`src/rtl/aurora_tx_framer.sv`:
```
// aurora_tx_framer: byte-length descriptors plus a 64-bit word stream in,
// LocalLink frames out to the Aurora 64B66B TX user interface.
// Optional header beat per frame: define AURORA_TX_FRAME_HDR_EN.
module aurora_tx_framer #(
  parameter logic [15:0] MAX_LEN_BYTES = 16'd8192
`ifdef AURORA_TX_FRAME_HDR_EN
  ,
  parameter int unsigned SEQ_W = 16,
  parameter logic [SEQ_W-1:0] SEQ_INIT = '0
`endif
) (
  input  logic        user_clk,
  input  logic        RESET_N,
  input  logic        channel_up_i,
  input  logic [15:0] len_i,
  input  logic        len_vld_i,
  output logic        len_rdy_o,
  input  logic [0:63] data_i,
  input  logic        data_vld_i,
  output logic        data_rdy_o,
  output logic [0:63] txdata_o,
  output logic        txdata_sop_n_o,
  output logic        txdata_eop_n_o,
  output logic [0:2]  txdata_mod_o,
  output logic        tx_src_rdy_n_o,
  input  logic        tx_dst_rdy_n_i,
  output logic        len_err_o,
  output logic        abort_o
);

  localparam int unsigned CNT_W = 14;

  typedef enum logic [2:0] {S_IDLE, S_HDR, S_DATA, S_LAST, S_FLUSH} state_t;

  state_t           state_q;
  logic [CNT_W-1:0] words_q;
  logic [CNT_W-1:0] cnt_q;
  logic [2:0]       mod_q;
`ifdef AURORA_TX_FRAME_HDR_EN
  logic [15:0]      len_q;
  logic [SEQ_W-1:0] seq_q;
`endif

  logic             xfer_c;
  logic             out_free_c;
  logic             len_acc_c;
  logic             data_acc_c;
  logic             len_ok_c;
  logic             last_word_c;
  logic             first_sop_c;
  logic [CNT_W-1:0] len_words_c;

  // Handshake qualifiers and descriptor decode
  assign xfer_c      = ~tx_src_rdy_n_o & ~tx_dst_rdy_n_i;
  assign out_free_c  = tx_src_rdy_n_o | ~tx_dst_rdy_n_i;
  assign len_rdy_o   = RESET_N & (state_q == S_IDLE) & channel_up_i;
  assign data_rdy_o  = RESET_N & (((state_q == S_DATA) & out_free_c & channel_up_i) |
                                  (state_q == S_FLUSH));
  assign len_acc_c   = len_vld_i & len_rdy_o;
  assign data_acc_c  = data_vld_i & data_rdy_o;
  assign len_ok_c    = (len_i != 16'd0) && (len_i <= MAX_LEN_BYTES);
  assign len_words_c = CNT_W'((17'(len_i) + 17'd7) >> 3);
  assign last_word_c = (cnt_q == (words_q - CNT_W'(1)));
`ifdef AURORA_TX_FRAME_HDR_EN
  assign first_sop_c = 1'b0;
`else
  assign first_sop_c = (cnt_q == '0);
`endif

  // Framing FSM with the single output register stage
  always_ff @(posedge user_clk) begin
    if (!RESET_N) begin
      state_q        <= S_IDLE;
      words_q        <= '0;
      cnt_q          <= '0;
      mod_q          <= '0;
      txdata_o       <= '0;
      txdata_sop_n_o <= 1'b1;
      txdata_eop_n_o <= 1'b1;
      txdata_mod_o   <= '0;
      tx_src_rdy_n_o <= 1'b1;
      len_err_o      <= 1'b0;
      abort_o        <= 1'b0;
`ifdef AURORA_TX_FRAME_HDR_EN
      len_q          <= '0;
      seq_q          <= SEQ_INIT;
`endif
    end else begin
      len_err_o <= 1'b0;
      abort_o   <= 1'b0;
      if (xfer_c) tx_src_rdy_n_o <= 1'b1;
      case (state_q)
        S_IDLE: begin
          if (len_acc_c) begin
            if (!len_ok_c) begin
              len_err_o <= 1'b1;
            end else begin
              words_q <= len_words_c;
              mod_q   <= len_i[2:0];
              cnt_q   <= '0;
`ifdef AURORA_TX_FRAME_HDR_EN
              len_q   <= len_i;
              state_q <= S_HDR;
`else
              state_q <= S_DATA;
`endif
            end
          end
        end
`ifdef AURORA_TX_FRAME_HDR_EN
        S_HDR: begin
          if (!channel_up_i) begin
            tx_src_rdy_n_o <= 1'b1;
            abort_o        <= 1'b1;
            state_q        <= S_FLUSH;
          end else if (out_free_c) begin
            txdata_o       <= {16'hA55A, 16'(seq_q), len_q, 16'h0000};
            txdata_sop_n_o <= 1'b0;
            txdata_eop_n_o <= 1'b1;
            txdata_mod_o   <= '0;
            tx_src_rdy_n_o <= 1'b0;
            state_q        <= S_DATA;
          end
        end
`endif
        S_DATA: begin
          if (!channel_up_i) begin
            tx_src_rdy_n_o <= 1'b1;
            abort_o        <= 1'b1;
            state_q        <= S_FLUSH;
          end else if (data_acc_c) begin
            txdata_o       <= data_i;
            txdata_sop_n_o <= ~first_sop_c;
            txdata_eop_n_o <= ~last_word_c;
            txdata_mod_o   <= last_word_c ? mod_q : 3'd0;
            tx_src_rdy_n_o <= 1'b0;
            cnt_q          <= cnt_q + CNT_W'(1);
            if (last_word_c) state_q <= S_LAST;
          end
        end
        S_LAST: begin
          if (!channel_up_i) begin
            tx_src_rdy_n_o <= 1'b1;
            abort_o        <= 1'b1;
            state_q        <= S_IDLE;
          end else if (xfer_c) begin
            state_q <= S_IDLE;
`ifdef AURORA_TX_FRAME_HDR_EN
            seq_q   <= seq_q + SEQ_W'(1);
`endif
          end
        end
        S_FLUSH: begin
          if (data_acc_c) begin
            cnt_q <= cnt_q + CNT_W'(1);
            if (last_word_c) state_q <= S_IDLE;
          end
        end
        default: state_q <= S_IDLE;
      endcase
    end
  end

endmodule

```
`config.mk`:
```
export PLATFORM = sky130hd
export DESIGN_NAME = aurora_tx_framer
export DESIGN_NICKNAME = d
export VERILOG_FILES = /design/src/rtl/aurora_tx_framer.sv
export SDC_FILE = /design/constraint.sdc
export NUM_CORES = 1
export LEC_CHECK = 0
export ABC_AREA = 0
export ABC_CLOCK_PERIOD_IN_PS = 2500
export CAP_MARGIN = 20
export CORE_MARGIN = 3
export CORE_UTILIZATION = 25
export CTS_BUF_LIST = sky130_fd_sc_hd__clkbuf_4
export DETAILED_ROUTE_END_ITERATION = 10
export PLACE_DENSITY = 0.48
export SLEW_MARGIN = 10
export SYNTH_ARGS = -nofsm -noshare
export SYNTH_HDL_FRONTEND = slang
export SYNTH_SLANG_ARGS = --single-unit
export TNS_END_PERCENT = 5
```
`constraint.sdc`:
```
create_clock -name user_clk -period 2.5 [get_ports user_clk]
set_input_delay 0.25 -clock user_clk [delete_from_list [all_inputs] [get_ports user_clk]]
set_output_delay 0.25 -clock user_clk [all_outputs]
set_load 0.01 [all_outputs]
```
; ---- Yosys cells after proc, flatten, opt, wreduce, memory -nomap -nowiden
; Cells that the tools add are included.
[totals]
regBits = 106
input_bits = 86
out_inout_bits = 74
wordCells = 76
[classes]
n_addsub = 3
magnitude_cmp = 1
n_eq_ne = 12
mux = 23
bitwise_logic = 14
reduce_logical = 12
[ops]
columns = operator, count
row1 = $mux W14, 4
row2 = $pmux W14 S3, 1
row3 = $mux W3, 10
row4 = $add A16 B3 Y17 const B, 1
row5 = $le A16 B14 Y1 const B, 1
row6 = $reduce_bool A16 Y1, 1
row7 = $add A14 B1 Y14 const B, 1
row8 = $eq A14 B14 Y1, 1
row9 = $logic_not A14 Y1, 1
row10 = $sub A14 B1 Y14 const B, 1
row11 = $pmux W3 S4, 1
row12 = $ne A2 B2 Y1 const B, 5
row13 = $ne A3 B3 Y1 const B, 3
row14 = $reduce_and A3 Y1, 3
row15 = $and A1 B1 Y1, 8
row16 = $reduce_and A7 Y1, 1
row17 = $eq A3 B2 Y1 const B, 2
row18 = $mux W1, 6
row19 = $not A1 Y1, 4
row20 = $reduce_and A4 Y1, 1
row21 = $eq A3 B3 Y1 const B, 1
row22 = $logic_not A3 Y1, 1
row23 = $reduce_bool A3 Y1, 1
row24 = $or A1 B1 Y1, 2
row25 = other kinds (4), 4

; ---- Logic depth before layout (Yosys ltp)
; Gate-level depths: netlist of run 1.
[logic_depth]
depth_word = 10
depth_mapped = 10
mapped_depth_nobuf = 9

; ---- Least setup slack after synthesis of run 1
; OpenSTA, ideal clock, no wires.
[synth_timing]
kind = reg-to-reg
startpoint = register words_q[5]
endpoint = register state_q[0]
setup_ns = 0.115
t_arrival_ns = 2.081
t_required_ns = 2.385
path_slack_ns = 0.305
path_stages_with_launch = 8
path_buffers = 0
period_less_slack_ns = 2.195
cell_sequence = dfxtp_1 -> or4_4 -> nor3_2 -> xor2_1 -> and3_1 -> o32a_2 -> and3b_4 -> o21ba_1
[synth_via]
elab_chain_len = 4
elab_cells_between_ends = 5
classes_between = add/sub: 1 / eq/ne: 3 / reduce/logical: 1
[synth_lines]
columns = element, line_no
row1 = from (decl), 36  ; logic [CNT_W-1:0] words_q;
row2 = from (signal assigned), 98  ; words_q <= len_words_c;
row3 = $sub A14 B1 Y14 (*), 63  ; assign last_word_c = (cnt_q == (words_q - CNT_W'(1)));
row4 = $eq A14 B14 Y1 (*), 63
row5 = $ne A3 B3 Y1 (no source line) or $ne A2 B2 Y1 (tied branches), -
row6 = $reduce_and A7 Y1 (no source line) (*), -
row7 = to (signal assigned), 73  ; state_q <= S_IDLE;
row8 = to (signal assigned), 105  ; state_q <= S_DATA;
row9 = to (signal assigned), 130  ; state_q <= S_FLUSH;
row10 = to (decl), 35  ; state_t state_q;
; Every way passes the cells marked *; elsewhere a longest branch is shown, timed or not.
; A chain may end at the register's enable or synchronous reset.

; ---- Worst setup path after layout of run 1
[layout_timing]
startpoint = register words_q[2]
endpoint = register state_q[0]
; The elaborated chain is that of the path after synthesis.

==> results.txt, run 1 <==
Synthesized area = 0.00469 sq mm
Worst skew pair latency = 0.47 ns
Num Clock Sinks = 106
WL final = 14.0 mm
Placer Congestion = 0.810
CTS Hold Bufs = 0
Post-route minimum period = 2.31 ns
Final setup TNS = 0 ns
Vias per inst = 4.62
H-tree depth = 3
Clk pin slew, worst setup/hold paths = 0.17 ns
CP Data Required Time = 2.88 ns
Highest routed layer = met4
CTS Buf Count = 9
DRT iter0 DRCs = 222
Layout area overhead = 46.8%
Asr flop ratio synth = 0%
Clock buffer depth = 2
# rows = 49
Multiplexer share of the synthesized area = 0.641%
Worst R2R Setup Slack = 0.19 ns
Met2 routed WL = 6.73 mm
Worst Max-Slew Pin Slew = 0.917 ns
Total grt overflow = 0
DR WL/cell = 14.3 um
Placed inst area = 0.00675 sq mm
Layout cells sized above 1 = 9.21%
Power Total = 2.79 mW
Final cell count without fillers = 979
Die Wd = 143 um
Adder-cell share of the synthesized area = 0.801%
Post-Synth XOR/XNOR Area = 7.85%
Number of flops mapped to enable cells by yosys = 0
Number of I/O pins = 160
P per Cell Area = 406 mW/mm^2
Fin util = 37.8%
Max cap viols = 0
Primary FF master, synth = dfxtp_1
Synth Area in Simple Gates = 26.8%
Final period utilization = 92.5%
Core Area = 0.0182 sq mm
Yosys reg bits = 106
Die H = 143 um
Maximum vdd drop = 0.178 mV
Vias = 4522
Starting density of the core = 25.7%
Register area share after synthesis = 45.3%
All-Layer GR Usage = 13.4%
CTS tree = done
First-pass GRT wire length = 22.0 mm
Startpoint types = flop
Syn Area/Cell = 8.24 sq um
Final setup vio count = 0
Synth Area in Compound Gates = 14.6%
Leak = 2.38 nW
Fin nets = 834
Net Count, Synth = 658
Critical Path Fanout Max = 7
Initial antenna violation count = 1
Ys Warns = 0
Slew headroom = 38.5%
DRC viols = 0
Fmax = 0.432 GHz
M1 WL = 6.11 mm
PortBufs = 159
Hold Vio Cnt, Final = 0
Final slew viol count = 0
Clk_skew = 0.0262 ns
Post-Place Cells = 961
Post-route antenna net violation count = 0
Critical path class = reg2reg
DRT Pass-1 Iters = 7
CP Capture Type = flop
Post-synthesis cell type count = 62
Cell count after synthesis = 569
Largest net degree at the start of global routing = 83
Final instance area = 0.00688 sq mm
RSZ-0062 raised after global routing = no
Dpl hpwl = 10.4 mm
Number of global-route vias before repair = 4359
Crit path DAT = 2.70 ns
Outcome = finished clean
Largest family of logic cells by synthesized area = simple AND/OR/NAND/NOR gates
CTS root buf = clkbuf_4
Total die area = 0.0204 sq mm
Routed length on met3 = 1.02 mm
Hold WC Path Type = in2reg
## cells in the final DEF (no fill, tap or decap), types with 2 or more instances in the layout
master and instances:
nor2b_1 6, inv_1 9, nor4b_1 3, and2_1 3
inv_6 2, nor4_1 5, nor3_2 2, o22ai_1 2
or3_1 3, o211ai_1 2, nand2_1 145, xor2_1 22
clkinvlp_4 2, nand4_1 14, and4_1 2, o21ai_0 4
mux2i_1 3, buf_12 5, clkdlybuf4s50_1 159, nor2_1 33
xnor2_1 20, ha_1 3, nand2b_1 2, nand3_1 9
o31ai_1 2, buf_4 32, nor3_1 10, dfxtp_1 106
nor3_4 2, nand3b_1 2, and3_1 8, a21oi_1 76
clkbuf_4 9, a211oi_1 9
## layer usage
| layer | vias to the layer above | GRT usage, % |
|---|---|---|
| met2 | 140 | 22.5 |
| met3 | 11 | 5.16 |
| met4 | 0 | 3.55 |
| li1 | 2295 | - |
| met1 | 2076 | 16.0 |
| met5 | - | 0 |
## timing repair
item                       CTS  global route
buffers inserted             0             2
hold endpoints to repair     0             0
setup endpoints to repair    0             7
resized for setup            0             1
## area by class of cell
cell class / instances / area, sq um
clock buffers: 9 / 67.6
inverters: 10 / 37.5
diodes: 1 / 2.50
flip-flops and latches: 106 / 2120
clock inverters: 6 / 41.3
multi-input cells: 422 / 2390
well taps: 229 / 287
repair buffers: 196 / 1930
fillers: 1871 / 11300
## per-stage QoR
step | setup WS (ns) | hold WS (ns)
after floorplan | 0.305 | 0.339
after global placement | 0.0187 | 0.442
after detailed placement | -0.0762 | 0.443
after CTS | 0.195 | 0.237
after global routing | 0.00331 | 0.233
final | 0.187 | 0.291
## worst paths after layout
kind | startpoint | endpoint | depth (start not counted)
max reg2reg | words_q[2] | state_q[0] | 7
min reg2reg | txdata_o[53] | txdata_o[53] | 2
max | words_q[2] | state_q[0] | 7
min | data_i[17] | txdata_o[17] | 3
## synthesized netlist by cell type (5+ instances only)
cell        n  share of area (%)
nand2_1   145                 12
dfxtp_1   106                 45
a21oi_1    76                8.1
nor2_1     33                2.6
clkbuf_1   22                1.8
xor2_1     22                4.1
xnor2_1    20                3.7
nand4_1    14                1.9
nor3_1     10                1.1
a211oi_1    9                1.4
inv_1       9               0.72
nand3_1     9               0.96
and3_1      8                1.1
nor2b_1     6               0.80
buf_2       5               0.53
nor4_1      5               0.67
## state kept, by name, indices dropped and copies added, names as in the netlist, 3 cells and up
name,flops
state_q,3
mod_q,3
words_q,14
cnt_q,14
txdata_mod_o,3
txdata_o,64
## cells by family (layout without fill, tap and decap cells)
group | after synthesis | in the layout
other | 0 | 1
multiplexers | 3 | 3
adder cells (fa/ha/maj) | 3 | 3
flip-flops | 106 | 106
AND/OR/NAND/NOR | 262 | 262
XOR/XNOR | 42 | 42
buffers and inverters | 41 | 221
AO/OA/AOI/OAI | 112 | 112
## worst max-delay path, cell delays in order (launching register included)
cell,delay (ns)
dfxtp_1,0.42
or3_1,0.45
nor3_2,0.24
xor2_1,0.09
and3_1,0.18
o32a_2,0.46
and3b_4,0.23
o21ba_1,0.16
## power by group
group	internal (mW)	switching, mW	leakage [nW]
Combinational	0.182	0.110	1.47
Clock	0.202	0.596	0.0562
Sequential	1.69	0.00413	0.854
Total	2.08	0.711	2.38
No activity file was read; power rests on OpenSTA's default activity.
==> run 2, diff against run 1 <==
Settings changed: ABC_AREA 0 to 1, PLACE_DENSITY 0.48 to 0.47, SLEW_MARGIN 10 to not set.
==> run 2 against run 1 <==
Against the previous run:
- non-clock buffer count is 27 lower
- critical path type is now reg2out
- final cell count rose by 17%
- worst hold slack worse by 0.17 ns
- largest power group unchanged
- via count grew 11%
- register-to-register slack better by 0.16 ns
- clock skew grew 0.016 ns
==> results.txt, run 2 <==
Yosys reg bits = 106 (unchanged)
P per Cell Area = 565 mW/mm^2 (+39%)
DRT iter0 DRCs = 190 (-14%)
DRC viols = 0 (unchanged)
Largest net degree at the start of global routing = 70 (-16%)
Fmax = 0.464 GHz (+7.3%)
Post-synthesis cell type count = 38 (-39%)
Post-route antenna net violation count = 0 (unchanged)
Register area share after synthesis = 41.8% (-3.5 points)
Number of flops mapped to enable cells by yosys = 0 (unchanged)
Cell with the most instances after synthesis = nor2_1
Dpl hpwl = 11.9 mm (+14%)
Fin util = 35.9% (-1.9 points)
Maximum vdd drop = 0.367 mV (+110%)
Ys Warns = 0 (unchanged)
Largest cells by area after synthesis = dfxtp_1, nor2_1, nand2_1, o21ai_0, inv_1
Post-synth top area cell = dfxtp_1
Total die area = 0.0220 sq mm (+7.9%)
Initial antenna violation count = 1 (unchanged)
Die Wd = 148 um (+3.9%)
H-tree depth = 3 (unchanged)
Worst skew pair latency = 0.50 ns (+0.03 ns)
Total grt overflow = 0 (unchanged)
PortBufs = 159 (unchanged)
Leak = 2.95 nW (+24%)
Syn Area/Cell = 6.94 sq um (-16%)
Synthesized area = 0.00507 sq mm (+8.3%)
Post-CTS setup buffers = 0 (unchanged)
# rows = 51 (+4.1%)
CP Capture Type = output pin
Clk_skew = 0.0419 ns (+0.0158 ns)
Num Clock Sinks = 106 (unchanged)
Final setup vio count = 0 (unchanged)
Final period utilization = 86.2% (-6.3 points)
Filler cells = 2138 (+14%)
CTS root buf = clkbuf_4
Hold WC Path Type = in2reg
First-pass GRT wire length = 26.1 mm (+19%)
Fin nets = 968 (+16%)
Vias = 5008 (+11%)
Outcome = finished clean
Crit path from = state_q[1]
Starting density of the core = 25.7% (about the same)
Cell count after synthesis = 731 (+28%)
Layout area overhead = 39.5%
Number of I/O pins = 160 (unchanged)
Slew headroom = 58.0% (+19 points)
Place WS = 0.0507 ns (+0.127 ns)
Worst r2r dst = txdata_eop_n_o
Critical path class = reg2out
Crit path to = len_rdy_o
Startpoint types = flop
Post-route minimum period = 2.16 ns (-0.158 ns)
Core Area = 0.0197 sq mm (+8.3%)
Number of global-route vias before repair = 5011 (+15%)
Reg2reg start = words_q[0]
CTS Buf Count = 9 (unchanged)
Asr flop ratio synth = 0% (unchanged)
Worst R2R Setup Slack = 0.35 ns (+0.16 ns)
Clk pin slew, worst setup/hold paths = 0.18 ns (about the same)
Vias per inst = 4.35 (-5.7%)
Net Count, Synth = 820 (+25%)
RSZ-0062 raised after global routing = no
DR WL/cell = 14.1 um (-1.8%)
Hold Vio Cnt, Final = 0 (unchanged)
Clock buffer depth = 2 (unchanged)
WL final = 16.2 mm (+15%)
Commonest non-fill, non-tap cells in the layout = nor2_1, clkdlybuf4s50_1, nand2_1
All-Layer GR Usage = 14.8% (+1.4 points)
Most flops, register = txdata_o
Die H = 148 um (+3.9%)
Max FFs per register = 64 (unchanged)
R2R depth = 12 (+5)
Commonest non-fill, non-tap cell in the layout = nor2_1
Top Registers = txdata_o (64), cnt_q (14), words_q (14)
Worst Max-Slew Pin Slew = 0.631 ns (-0.287 ns)
Crit path DAT = 1.91 ns (-0.79 ns)
CP Data Required Time = 2.25 ns (-0.63 ns)
Max cap viols = 0 (unchanged)
Synth cell count leaders = nor2_1, nand2_1, dfxtp_1, o21ai_0, inv_1
Critical Path Fanout Max = 6 (-1)
DRT Pass-1 Iters = 4 (-3)
Final setup TNS = 0 ns (unchanged)
CTS tree = done
Final slew viol count = 0 (unchanged)
Placer Congestion = 0.786 (-3.0%)
Primary FF master, synth = dfxtp_1
Post-synth top area share = 41.8% (-3.5 points)
Setup slack after layout = 0.345 ns (+0.158 ns)
Layout cells sized above 1 = 5.77% (-3.4 points)
[run 2: changes by cell type in the layout (fill, tap and decap cells not counted), moves of 7 or more]
cell / change
a21oi_1: -45
and3_1: -7
buf_4: -25
inv_1: +46
nand2_1: -24
nand3_1: +16
nor2_1: +150
o21ai_0: +69
xnor2_1: -11
[run 2: kinds of logic after synthesis]
group | Yosys count | synth area share, %
AO/OA/AOI/OAI | 125 | 13.6
XOR/XNOR | 25 | 4.32
adder cells (fa/ha/maj) | 3 | 0.740
buffers and inverters | 95 | 8.01
flip-flops | 106 | 41.8
multiplexers | 1 | 0.197
AND/OR/NAND/NOR | 376 | 31.3
[run 2: worst min-delay path by stage]
stage | depth (start not counted) | endpoint | slack (ns) | from
6_report | 3 | state_q[2] | 0.12 | RESET_N
5_1_grt | 3 | state_q[2] | 0.06 | RESET_N
4_1_cts | 3 | state_q[1] | 0.07 | RESET_N
3_5_place_dp | 2 | txdata_eop_n_o | 0.46 | txdata_eop_n_o
3_3_place_gp | 2 | txdata_eop_n_o | 0.45 | txdata_eop_n_o
2_1_floorplan | 1 | abort_o | 0.33 | channel_up_i
[run 2: layout make-up]
type | instances | area, sq um | share of cell area, %
tap | 265 | 332 | 4.68
clock inverter | 7 | 66.3 | 0.937
multi-input combinational | 530 | 2540 | 35.9
clock buffer | 9 | 67.6 | 0.954
inverter | 63 | 241 | 3.41
sequential | 106 | 2120 | 30.0
timing repair buffer | 169 | 1700 | 24.0
antenna | 1 | 2.50 | 0.0353
[run 2: power breakdown]
part | leakage (nW) | switching, mW | internal [mW]
registers | 0.856 | 0.0645 | 1.78
logic | 2.02 | 0.772 | 0.482
clock network | 0.0736 | 0.667 | 0.230
[run 2: repair_timing]
item	4_1_cts	5_1_grt
endpoints found under the setup margin	0	1
resized for setup	0	2
hold buffers	0	0
[run 2: layer usage]
layer / up-vias / GRT usage (%) / part of all wire (%)
met5: - / 0 / 0
met3: 8 / 8.53 / 11
met4: 0 / 3.51 / 0.95
met1: 2228 / 17.2 / 44
met2: 134 / 23.6 / 45
li1: 2638 / - / -
[run 2: per-stage QoR]
step / hold WS [ns] / cells / instance area (sq um) / total power [mW]
final: 0.125 / 1150 / 7080 / 4.00
after global routing: 0.0622 / 1150 / 7080 / 4.29
after CTS: 0.0731 / 1149 / 7070 / 4.08
after detailed placement: 0.457 / 1133 / 6940 / 3.15
after global placement: 0.450 / 1133 / 6940 / 3.15
after floorplan: 0.329 / 731 / 5070 / 2.71
[run 2: critical path, stage by stage, from the launching register on]
cell	delay, ns
dfxtp_1	0.36
inv_2	0.11
nand3_1	0.14
nor2_1	0.22
clkdlybuf4s50_1	0.60
